[src/rtl/mainfsm_pkg.sv]
// State codes and per-state datapath control constants for the multicycle main FSM.
package mainfsm_pkg;
  localparam logic [3:0] S_FETCH    = 4'd0;
  localparam logic [3:0] S_DECODE   = 4'd1;
  localparam logic [3:0] S_MEMADR   = 4'd2;
  localparam logic [3:0] S_MEMRD    = 4'd3;
  localparam logic [3:0] S_MEMWB    = 4'd4;
  localparam logic [3:0] S_MEMWR    = 4'd5;
  localparam logic [3:0] S_EXECUTER = 4'd6;
  localparam logic [3:0] S_EXECUTEI = 4'd7;
  localparam logic [3:0] S_ALUWB    = 4'd8;
  localparam logic [3:0] S_BRANCH   = 4'd9;
  localparam logic [3:0] S_UNKNOWN  = 4'd10;
  localparam logic [3:0] S_ALUWB2   = 4'd11;
  localparam logic [3:0] S_EXECUTEF = 4'd12;
  localparam logic [3:0] S_FPUWB    = 4'd13;

  localparam int CTRL_W = 14;

  typedef struct packed {
    logic       NextPC;
    logic       Branch;
    logic       MemW;
    logic       RegW;
    logic       IRWrite;
    logic       AdrSrc;
    logic [1:0] ResultSrc;
    logic [1:0] ALUSrcA;
    logic [1:0] ALUSrcB;
    logic       ALUOp;
    logic       longFlag;
  } ctrl_t;

  //                         NBMRIA RS SA SB O L
  localparam ctrl_t C_NONE   = 14'b000000_00_00_00_0_0;
  localparam ctrl_t C_FETCH  = 14'b000000_10_01_10_0_0;
  localparam ctrl_t C_EXECR  = 14'b000000_00_00_00_1_0;
  localparam ctrl_t C_EXECI  = 14'b000000_00_00_01_1_0;
  localparam ctrl_t C_MEMADR = 14'b000000_00_00_01_0_0;
  localparam ctrl_t C_MEMACC = 14'b000001_00_00_00_0_0;
  localparam ctrl_t C_MEMWB  = 14'b000100_01_00_00_0_0;
  localparam ctrl_t C_REGW   = 14'b000100_00_00_00_0_0;
  localparam ctrl_t C_ALUWB2 = 14'b000100_00_00_00_0_1;
  localparam ctrl_t C_BRANCH = 14'b010000_10_00_01_0_0;
endpackage

[src/rtl/fpu_wait_timer.sv]
// Counts cycles spent waiting on the FPU and flags the last allowed cycle.
module fpu_wait_timer #(
  parameter int CNT_W       = 8,
  parameter int FPU_TIMEOUT = 16
)(
  input  logic             clk,
  input  logic             reset_n,
  input  logic             clr,
  input  logic             en,
  output logic [CNT_W-1:0] cnt,
  output logic             timeout
);
  always_ff @(posedge clk or negedge reset_n) begin
    if (!reset_n)  cnt <= '0;
    else if (clr)  cnt <= '0;
    else if (en)   cnt <= cnt + 1'b1;
  end

  assign timeout = (cnt == CNT_W'(FPU_TIMEOUT - 1));
endmodule

[src/rtl/mainfsm_param.sv]
// Multicycle main control FSM with memory wait states, FPU handshake/timeout
// and two-beat long-multiply writeback.
module mainfsm_param
  import mainfsm_pkg::*;
#(
  parameter bit MEM_WAIT_EN = 1'b1,
  parameter bit FPU_EN      = 1'b1,
  parameter bit LONG_EN     = 1'b1,
  parameter int FPU_TIMEOUT = 16,
  parameter int CNT_W       = 8
)(
  input  logic       clk,
  input  logic       reset_n,
  input  logic [1:0] Op,
  input  logic [5:0] Funct,
  input  logic       long,
  input  logic       mem_ready,
  input  logic       fpu_done,
  output logic       IRWrite,
  output logic       AdrSrc,
  output logic       NextPC,
  output logic       RegW,
  output logic       MemW,
  output logic       FPUW,
  output logic       Branch,
  output logic       ALUOp,
  output logic       longFlag,
  output logic [1:0] ALUSrcA,
  output logic [1:0] ALUSrcB,
  output logic [1:0] ResultSrc,
  output logic       fpu_start,
  output logic       undef,
  output logic       fpu_fault,
  output logic       retire,
  output logic [3:0] state_o
);
  logic [3:0]       state, next;
  logic             fault_q, fault_set;
  logic             rdy, timeout;
  logic [CNT_W-1:0] cnt;
  ctrl_t            ctrl;
  logic             unused_funct;

  assign unused_funct = ^Funct[4:1];
  // Reset masks ready so the FETCH strobes stay low while reset is held.
  assign rdy = (MEM_WAIT_EN ? mem_ready : 1'b1) & reset_n;

  fpu_wait_timer #(.CNT_W(CNT_W), .FPU_TIMEOUT(FPU_TIMEOUT)) u_timer (
    .clk     (clk),
    .reset_n (reset_n),
    .clr     (state != S_EXECUTEF),
    .en      (state == S_EXECUTEF),
    .cnt     (cnt),
    .timeout (timeout)
  );

  always_ff @(posedge clk or negedge reset_n) begin
    if (!reset_n) begin
      state   <= S_FETCH;
      fault_q <= 1'b0;
    end else begin
      state   <= next;
      fault_q <= fault_set;
    end
  end

  always_comb begin
    next      = S_FETCH;
    fault_set = 1'b0;
    case (state)
      S_FETCH:    next = rdy ? S_DECODE : S_FETCH;
      S_DECODE:
        case (Op)
          2'b00:   next = Funct[5] ? S_EXECUTEI : S_EXECUTER;
          2'b01:   next = S_MEMADR;
          2'b10:   next = S_BRANCH;
          default: next = FPU_EN ? S_EXECUTEF : S_UNKNOWN;
        endcase
      S_EXECUTER, S_EXECUTEI: next = S_ALUWB;
      S_ALUWB:    next = (LONG_EN && long) ? S_ALUWB2 : S_FETCH;
      S_MEMADR:   next = Funct[0] ? S_MEMRD : S_MEMWR;
      S_MEMRD:    next = rdy ? S_MEMWB : S_MEMRD;
      S_MEMWR:    next = rdy ? S_FETCH : S_MEMWR;
      S_EXECUTEF:
        if (fpu_done)     next = S_FPUWB;
        else if (timeout) begin
          next      = S_UNKNOWN;
          fault_set = 1'b1;
        end else          next = S_EXECUTEF;
      default:    next = S_FETCH;
    endcase
  end

  always_comb begin
    ctrl      = C_NONE;
    FPUW      = 1'b0;
    fpu_start = 1'b0;
    undef     = 1'b0;
    fpu_fault = 1'b0;
    retire    = 1'b0;
    case (state)
      S_FETCH: begin
        ctrl         = C_FETCH;
        ctrl.IRWrite = rdy;
        ctrl.NextPC  = rdy;
      end
      S_DECODE:   ctrl = C_FETCH;
      S_EXECUTER: ctrl = C_EXECR;
      S_EXECUTEI: ctrl = C_EXECI;
      S_MEMADR:   ctrl = C_MEMADR;
      S_MEMRD:    ctrl = C_MEMACC;
      S_MEMWB: begin
        ctrl   = C_MEMWB;
        retire = 1'b1;
      end
      S_MEMWR: begin
        ctrl      = C_MEMACC;
        ctrl.MemW = rdy;
        retire    = rdy;
      end
      S_ALUWB: begin
        ctrl   = C_REGW;
        retire = !(LONG_EN && long);
      end
      S_ALUWB2: begin
        ctrl   = C_ALUWB2;
        retire = 1'b1;
      end
      S_BRANCH: begin
        ctrl   = C_BRANCH;
        retire = 1'b1;
      end
      S_EXECUTEF: fpu_start = (cnt == '0);
      S_FPUWB: begin
        ctrl   = C_REGW;
        FPUW   = 1'b1;
        retire = 1'b1;
      end
      S_UNKNOWN: begin
        undef     = 1'b1;
        fpu_fault = fault_q;
      end
      default: ;
    endcase
  end

  assign {NextPC, Branch, MemW, RegW, IRWrite, AdrSrc,
          ResultSrc, ALUSrcA, ALUSrcB, ALUOp, longFlag} = ctrl;
  assign state_o = state;
endmodule

[config.mk]
export PLATFORM = sky130hd
export DESIGN_NAME = mainfsm_param
export DESIGN_NICKNAME = d
export VERILOG_FILES = /design/src/rtl/mainfsm_pkg.sv /design/src/rtl/fpu_wait_timer.sv /design/src/rtl/mainfsm_param.sv
export SDC_FILE = /design/constraint.sdc
export NUM_CORES = 1
export LEC_CHECK = 0
export BUFFER_PORTS_ARGS = -buffer_cell sky130_fd_sc_hd__buf_2
export CAP_MARGIN = 15
export CORE_MARGIN = 4
export CORE_UTILIZATION = 40
export DETAILED_ROUTE_END_ITERATION = 16
export GPL_ROUTABILITY_DRIVEN = 1
export PLACE_DENSITY = 0.65
export SETUP_SLACK_MARGIN = 0.05
export SYNTH_ARGS = -nofsm -noshare
export SYNTH_HDL_FRONTEND = slang
export SYNTH_HIERARCHICAL = 1
export SYNTH_SLANG_ARGS = --single-unit
[constraint.sdc]
create_clock -name clk -period 4.3 [get_ports clk]
set_input_delay 0.215 -clock clk [delete_from_list [all_inputs] [get_ports clk]]
set_output_delay 0.215 -clock clk [all_outputs]
set_load 0.02 [all_outputs]
==> impl_summary.md, run 1 <==
Drt
For this run, the detailed router's first-pass iteration total came to 4. Detailed routing placed a total of 145 µm of wire on met3. Using the TritonRoute via totals, the vias-per-cell ratio works out to ~5.4.

The sum of routed wire length over all layers is 2.408 mm. After detailed routing, the wire length on met1 is 1.157 mm. The mean routed wirelength per cell is between 10 and 15 µm.

The DRC violations left is 0. The top metal layer carrying routed signals is met4. Across all layers, the routed design uses a little under 1000 vias.

The remaining antenna violation count is 0. Detailed routing placed a total of approximately 1.1 mm of wire on met2. The detailed router finished its first iteration with 45 violations.

Die
For this design the top-level I/O count stands at 36. The floorplan step defined a core boundary enclosing 2500 µm². The height of the chip is 59.66 µm. The die covers around 3600 µm². The chip width is 59.66 µm.

For this configuration, the core starts out at a cell density of 0.4269. The site row count is 18.

STA
For this run, the top clock speed supported by timing is 0.4186 GHz. The worst clock skew on the final layout is 0.2815 ps. The final critical-path share of the clock period is 0.5556. Setup repair after global routing left no endpoint under its margin. The final sum of negative setup slack is 0 ps. The number of pins exceeding their max-slew limit in the final report came to 0. The worst-margin pin slew is roughly 650 ps.

The time the final worst path needs with I/O delays and setup is 2389 ps. The hold violation total from the final report is 0. In the post-route analysis, the smallest setup slack over all paths is 1911 ps. The worst pin sits at a relative slew slack of 0.5638.

The final-report setup violation count is 0.

GRT
The first global-routing pass estimated 3.960 mm of wire. After global routing the overflow that remains totals 0. The via count of the first global-routing pass is 903.

Across every metal layer, demand over resource in global routing totals 0.1447. The pin count of the biggest net entering global routing is 24. The initial antenna violation count is 0.

Logic synthesis
The distinct cell type count after synthesis is 44. The Yosys step of the flow raised 6 warnings. The cell area after synthesis is between 1000 and 1500 µm². After synthesis, the cell types taking the most area are dfrtp_1 30%, ha_1 5.9%, nor2_1 4.6%, nand4_1 2.9%, a21oi_1 2.8%. Each instance of the synthesized netlist takes up on average ~8.3 µm².

The number of synthesized register bits is 13. The largest total area in the synthesized netlist belongs to dfrtp_1. The most used flip-flop cell after synthesis is dfrtp_1. Of all flip-flops after synthesis, the portion carrying an async set or reset was 1.000. In the synthesized netlist, the number of instances is 129.

The number of flops mapped to enable cells by yosys is 0. The fraction of synthesized cell area taken by the top area cell type is 0.3048. The number of nets in the synthesized netlist is around 150. For this run, the register share of the synthesized area comes to 0.3048.

Critical path
The data arrival at the endpoint of the critical path is approximately 2200 ps. The worst setup path is launched from a flip-flop. In this run the worst setup path begins at state_o[1].

Of all nets on the critical path, the largest fanout is 23. The sort of element at the end of the critical path is an output pin. The launch point of the worst reg-to-reg path is state_o[1]. The cell depth of the worst flop-to-flop path is 6. The critical path data required time is approximately 4100 ps.

The critical path is of the reg -> out type. The end of the worst register-to-register path is u_timer/cnt[6]. For flop-to-flop paths, the worst setup slack is about 2000 ps.

Finish
Of the cells placed in the final design, the portion with a size suffix greater than 1 is 0.2614. The area taken by multi-input logic gates is between 600 and 700 µm². Summing all flip-flop and latch instances after layout gives 325.3 µm². From synthesis to final layout, the design area changed by 14.77%.

Fill cells in the final layout number 240. In the final design database the tool counted 172 nets. The repair_antennas step left the layout with diodes totalling 0.

Run status
The run finished with clean final reports.

Hold path
The path class of the tightest hold or removal check is in -> reg. The hold path startpoint is long. The hold-critical path depth is 3. The worst hold path terminates at state_o[1].

CTS
In this run, post-CTS repair resized a total of 0 instances. The tree is rooted in a clkbuf_4. The count of buffers added by post-CTS timing repair for setup is 0.

CTS built an H-tree with a depth of 1. The number of sinks on the clock net is 13. After clock tree synthesis, the clock-pin slew on the worst setup and hold paths is approximately 70 ps. The insertion delay of the later-clocked pin in the worst-skew pair is 270 ps. The clock buffer count from CTS is 3.

The TritonCTS clock tree is built. The maximum clock insertion buffer count is 2.

Pwr
The leakage power is 0.5991 nW. VDD sags by at most ~0.00023 V. The total power density per cell area is roughly 440 nW/µm². Summing internal, switching and leakage power gives ~0.54 mW.

Placement
Timing analysis after detailed placement gives a worst setup slack of 2082 ps. The detailed placer's ending HPWL is approximately 1.8 mm. The number of port buffers is 30.

The congestion estimate from routability-driven global placement came to 0.8811.

Job
The number of maximum-capacitance violations is 0.
[cell usage in the layout, fill, tap and decap left out, drive strengths merged, types with 5 or more instances in the layout]
cell type,instances
ha,5
buf,30
o21ai,6
a21oi,6
nand2,7
dfrtp,13
nor2,13
nand4,6
inv,5
[worst max path at each step]
stage                     endpoint  depth (start not counted)
floorplan                   NextPC                          4
global placement    u_timer/cnt[6]                          6
detailed placement  u_timer/cnt[6]                          6
CTS                      fpu_start                          5
global route             fpu_start                          5
finish                   fpu_start                          5
[timing repair]
item                                    4_1_cts  5_1_grt
endpoints found under the setup margin        0        0
endpoints found under the hold margin        13        0
hold buffers                                  1        0
[routing by layer]
| layer | vias to the layer above | GRT usage |
|---|---|---|
| met5 | - | 0 |
| met4 | 0 | 0.02848 |
| met3 | 2 | 0.04752 |
| met2 | 22 | 0.2207 |
| met1 | 460 | 0.2003 |
| li1 | 509 | - |
[cell families after synthesis]
logic type / after synthesis / synth area share
muxes: 2 / 0.01876
and+or+nand+nor: 66 / 0.3646
xor gates and xnor gates: 5 / 0.04104
buffers and inverters: 16 / 0.07971
DFF: 13 / 0.3048
AOI/OAI and AO/OA: 21 / 0.1290
other: 1 / 0.003514
adders and majority gates: 5 / 0.05862
[state kept, by name (all words and copies together) (netlist names)]
name,cells
state_o,4
u_timer/cnt,8
fault_q,1
[critical path: stages (launching register included)]
cell	delay, ps
dfrtp_1	620
nor2_1	250
nand3_1	300
inv_1	370
and3_1	200
buf_2	160
[per-stage QoR]
step / utilization / hold slack [ps] / instances / instance area (µm²)
floorplan: - / -80.59 / 129 / 1067
global placement: 0.4755 / 133.8 / 178 / 1189
detailed placement: 0.4755 / 133.6 / 178 / 1189
CTS: 0.4900 / 208.3 / 183 / 1225
global route: 0.4900 / 251.5 / 183 / 1225
finish: 0.4900 / 217.6 / 183 / 1225
[cells in the mapped netlist (4+ instances only)]
library cell   n
ha_1           5
nor2_1        13
buf_2          5
inv_1          5
nand2b_1       4
nand3_1        4
nand4_1        5
o21ai_0        6
nor3b_1        4
nand2_1        7
dfrtp_1       13
nor4_1         4
a21oi_1        6
[power by group]
part	leakage (nW)	total [mW]	switching [mW]	internal, mW
sequential	0.178	0.193	0.0588	0.134
clock	0.0150	0.0733	0.0373	0.0360
combinational	0.406	0.279	0.164	0.115
total	0.599	0.545	0.260	0.285
[cell type report]
class | instances | share of cell area
Timing Repair Buffer | 31 | 0.1307
Sequential cell | 13 | 0.2656
Clock buffer | 4 | 0.02145
Multi-Input combinational cell | 100 | 0.5363
Tap cell | 30 | 0.03064
Inverter | 5 | 0.01532
No activity file was read; power rests on OpenSTA's default activity.
==> inputs of run 2 (changes only) <==
--- a/config.mk
+++ b/config.mk
@@ -11,7 +11,7 @@
 export CORE_UTILIZATION = 40
 export DETAILED_ROUTE_END_ITERATION = 16
 export GPL_ROUTABILITY_DRIVEN = 1
-export PLACE_DENSITY = 0.65
+export PLACE_DENSITY = 0.67
 export SETUP_SLACK_MARGIN = 0.05
 export SYNTH_ARGS = -nofsm -noshare
 export SYNTH_HDL_FRONTEND = slang
==> constraint.sdc (replaced) <==
create_clock -name clk -period 2.07 [get_ports clk]
set_input_delay 0.1035 -clock clk [delete_from_list [all_inputs] [get_ports clk]]
set_output_delay 0.1035 -clock clk [all_outputs]
set_load 0.02 [all_outputs]
==> impl_summary.md, run 2 (synthesized netlist as in run 1, its figures left out) <==
Finish
The diode insertion count for antenna repair came to 0 (unchanged). The register name with the most flops is u_timer/cnt (unchanged). The most common library cell in the layout ignoring fill and taps is buf_2 (unchanged). The design area is 1255 µm² (was 1225 µm²). The flip-flop count of the largest register after layout is 8 (unchanged). The net count reported at finish was 176 (was 172). Commonest cells after routing, fill and taps aside: 30 x buf_2, 13 x nor2_1, 13 x dfrtp_1 (unchanged). The area growth from synthesis to final layout is 17.58% (was 14.77%). The fraction of final layout cells with drive strength greater than 1 is 0.2803 (was 0.2614).

Run status
Status: finished clean (unchanged).

Critical path
The sort of element at the end of the critical path is an output pin (unchanged). The kind of cell with the highest combined delay on the critical path is simple AND/OR/NAND/NOR gates (unchanged). The cell depth of the worst setup path was 4 (was 5). Cells along the critical path: buf_4, or2_2, nor4_1, buf_2 (was nor2_1, nand3_1, inv_1, and3_1, buf_2). The launch point of the worst reg-to-reg path is state_o[3] (was state_o[1]). The element type at the critical path start is a flip-flop (unchanged). The worst-path maximum fanout is 10 (was 23). The cell with the biggest individual delay on the critical path was dfrtp_1 (unchanged). The data arrival at the endpoint of the critical path came to 1730 ps (was 2170 ps). The cell depth of the worst flop-to-flop path is 5 (was 6). The worst setup path startpoint is state_o[2] (was state_o[1]).

The worst path buffer plus inverter count is 2 (unchanged). The critical path data required time is 1970 ps (was 4090 ps). The critical path class is reg -> out (unchanged). The biggest cell delay along the critical path came to 470 ps (was 620 ps).

CTS
The insertion delay of the later-clocked pin in the worst-skew pair is 270 ps (about the same). The total number of H-tree levels is 1 (unchanged). The maximum clock insertion buffer count is 2 (unchanged). The clock root buffer is clkbuf_4 (unchanged). The count of buffers added by post-CTS timing repair for setup came to 0 (unchanged). The register clock-pin slew on the reported worst setup and hold paths is 70 ps (about the same).

The TritonCTS clock tree is built (unchanged). The clock buffer count from CTS is 3 (unchanged). The cts-stage hold buffer count is 1 (unchanged). The number of gates resized after cts came to 0 (unchanged). The number of sinks on the clock net is 13 (unchanged).

Drt
The sum of routed wire length over all layers came to 2.333 mm (was 2.408 mm). The remaining antenna violation count came to 0 (unchanged). The mean routed wirelength per cell is 12.48 µm (was 13.16 µm). The detailed-routing iteration count for the pre-antenna-repair pass is 5 (was 4). The via density per instance is 5.476 (was 5.426). The DRC violations left was 0 (unchanged). The routed via count was 1024 (was 993).

The number of DRC violations after detailed-routing iteration 0 is 42 (was 45).

STA
The number of pins exceeding their max-slew limit in the final report is 0 (unchanged). The final critical-path share of the clock period is 0.8879. RSZ-0062 raised after global routing: false (unchanged). The time the final worst path needs with I/O delays and setup is about 1800 ps. The hold violation total from the final report is 0 (unchanged). The final sum of negative setup slack is 0 ps (unchanged).

Timing would allow up to 0.5441 GHz. The tightest hold margin is 115.5 ps (was 217.6 ps). The final-report setup violation count is 0 (unchanged). The worst clock skew on the final layout came to 3.216 ps (was 0.2815 ps).

GRT
The leftover overflow at the end of global routing is 0 (unchanged). The via count of the first global-routing pass is 892 (was 903). The overall global routing resource usage came to 0.1355 (was 0.1447). The wire length of the first global-routing pass was 3.801 mm (was 3.960 mm). The pin count of the biggest net entering global routing was 23 (was 24). The initial antenna violation count is 0 (unchanged).

Hold path
The hold path startpoint was fpu_done (was long). The type of the tightest min-delay check is in -> reg (unchanged). The hold-critical path depth is 3 (unchanged).

Die
The starting utilization of the core area is 0.4269 (unchanged). The height of the chip is 59.66 µm (unchanged). The core area was 2500 µm² (unchanged).

The I/O pin total was 36 (unchanged). The site row count is 18 (unchanged). The chip width came to 59.66 µm (unchanged). The die footprint is 3559 µm² (unchanged).

Pwr
The sequential fraction of design power is 0.273 (was 0.354). The total power density per cell area is 930.2 nW/µm² (was 444.6 nW/µm²). The peak supply drop is 0.0004582 V (was 0.0002315 V).

The switching share of power is 0.4682 (was 0.4767). The internal cell power was 0.6208 mW (was 0.2850 mW). The clock power share came to 0.128 (was 0.135).

The total chip power is 1.167 mW (was 0.5446 mW). The leakage power is 0.6188 nW (was 0.5991 nW). The share of power burned in combinational logic is 0.599 (was 0.512). The net switching power of the design is 0.5466 mW (was 0.2596 mW).

Placement
The total cell area at the placement stage is 1219 µm² (was 1189 µm²). The detailed placer's ending HPWL came to 1.800 mm (was 1.806 mm). The number of port buffers is 30 (unchanged). The placer congestion estimate is 0.9052 (was 0.8811).

Job
The number of maximum-capacitance violations is 0 (unchanged).
-- run 2: layer usage --
| metal | wire [µm] | GRT usage | up-vias |
|---|---|---|---|
| met4 | 13 | 0.02215 | 0 |
| met3 | 152 | 0.03672 | 2 |
| met5 | 0 | 0 | - |
| met1 | 1050 | 0.1850 | 474 |
| li1 | - | - | 515 |
| met2 | 1115 | 0.2176 | 33 |
-- run 2: area by class of cell --
class                   count  area (µm²)
clock buffers               4       26.28
fillers                   257        1245
inverters                   5       18.77
multi-input cells         100       656.9
flip-flops and latches     13       325.3
well taps                  30       37.54
repair buffers             35       190.2
-- run 2: worst register-to-register path: stages, from the launching register on --
cell	delay (ps)
dfrtp_1	590
nand3_1	160
inv_1	270
nand2_1	150
or3_1	350
a21oi_1	140
-- run 2: through the flow --
step,std cells,setup slack (ps),util
floorplan,129,87.80,-
global route,187,87.77,0.5020
global placement,182,416.8,0.4875
CTS,187,215.5,0.5020
finish,187,232.1,0.5020
detailed placement,182,366.0,0.4875
-- run 2: power groups by stage --
stage	Clock (mW)	Sequential [mW]	Combinational [mW]
floorplan	0	0.341	0.512
global placement	0	0.319	0.691
detailed placement	0	0.322	0.693
CTS	0.157	0.316	0.697
global route	0.170	0.324	0.759
finish	0.150	0.319	0.699
-- run 2: final timing paths --
kind	slack [ps]	endpoint
worst min-delay path	120	fault_q
worst max-delay path	230	IRWrite
min in group asynchronous	260	u_timer/cnt[6]
max in group asynchronous	1560	u_timer/cnt[7]
worst min register to register	580	u_timer/cnt[7]
worst max register to register	340	u_timer/cnt[6]
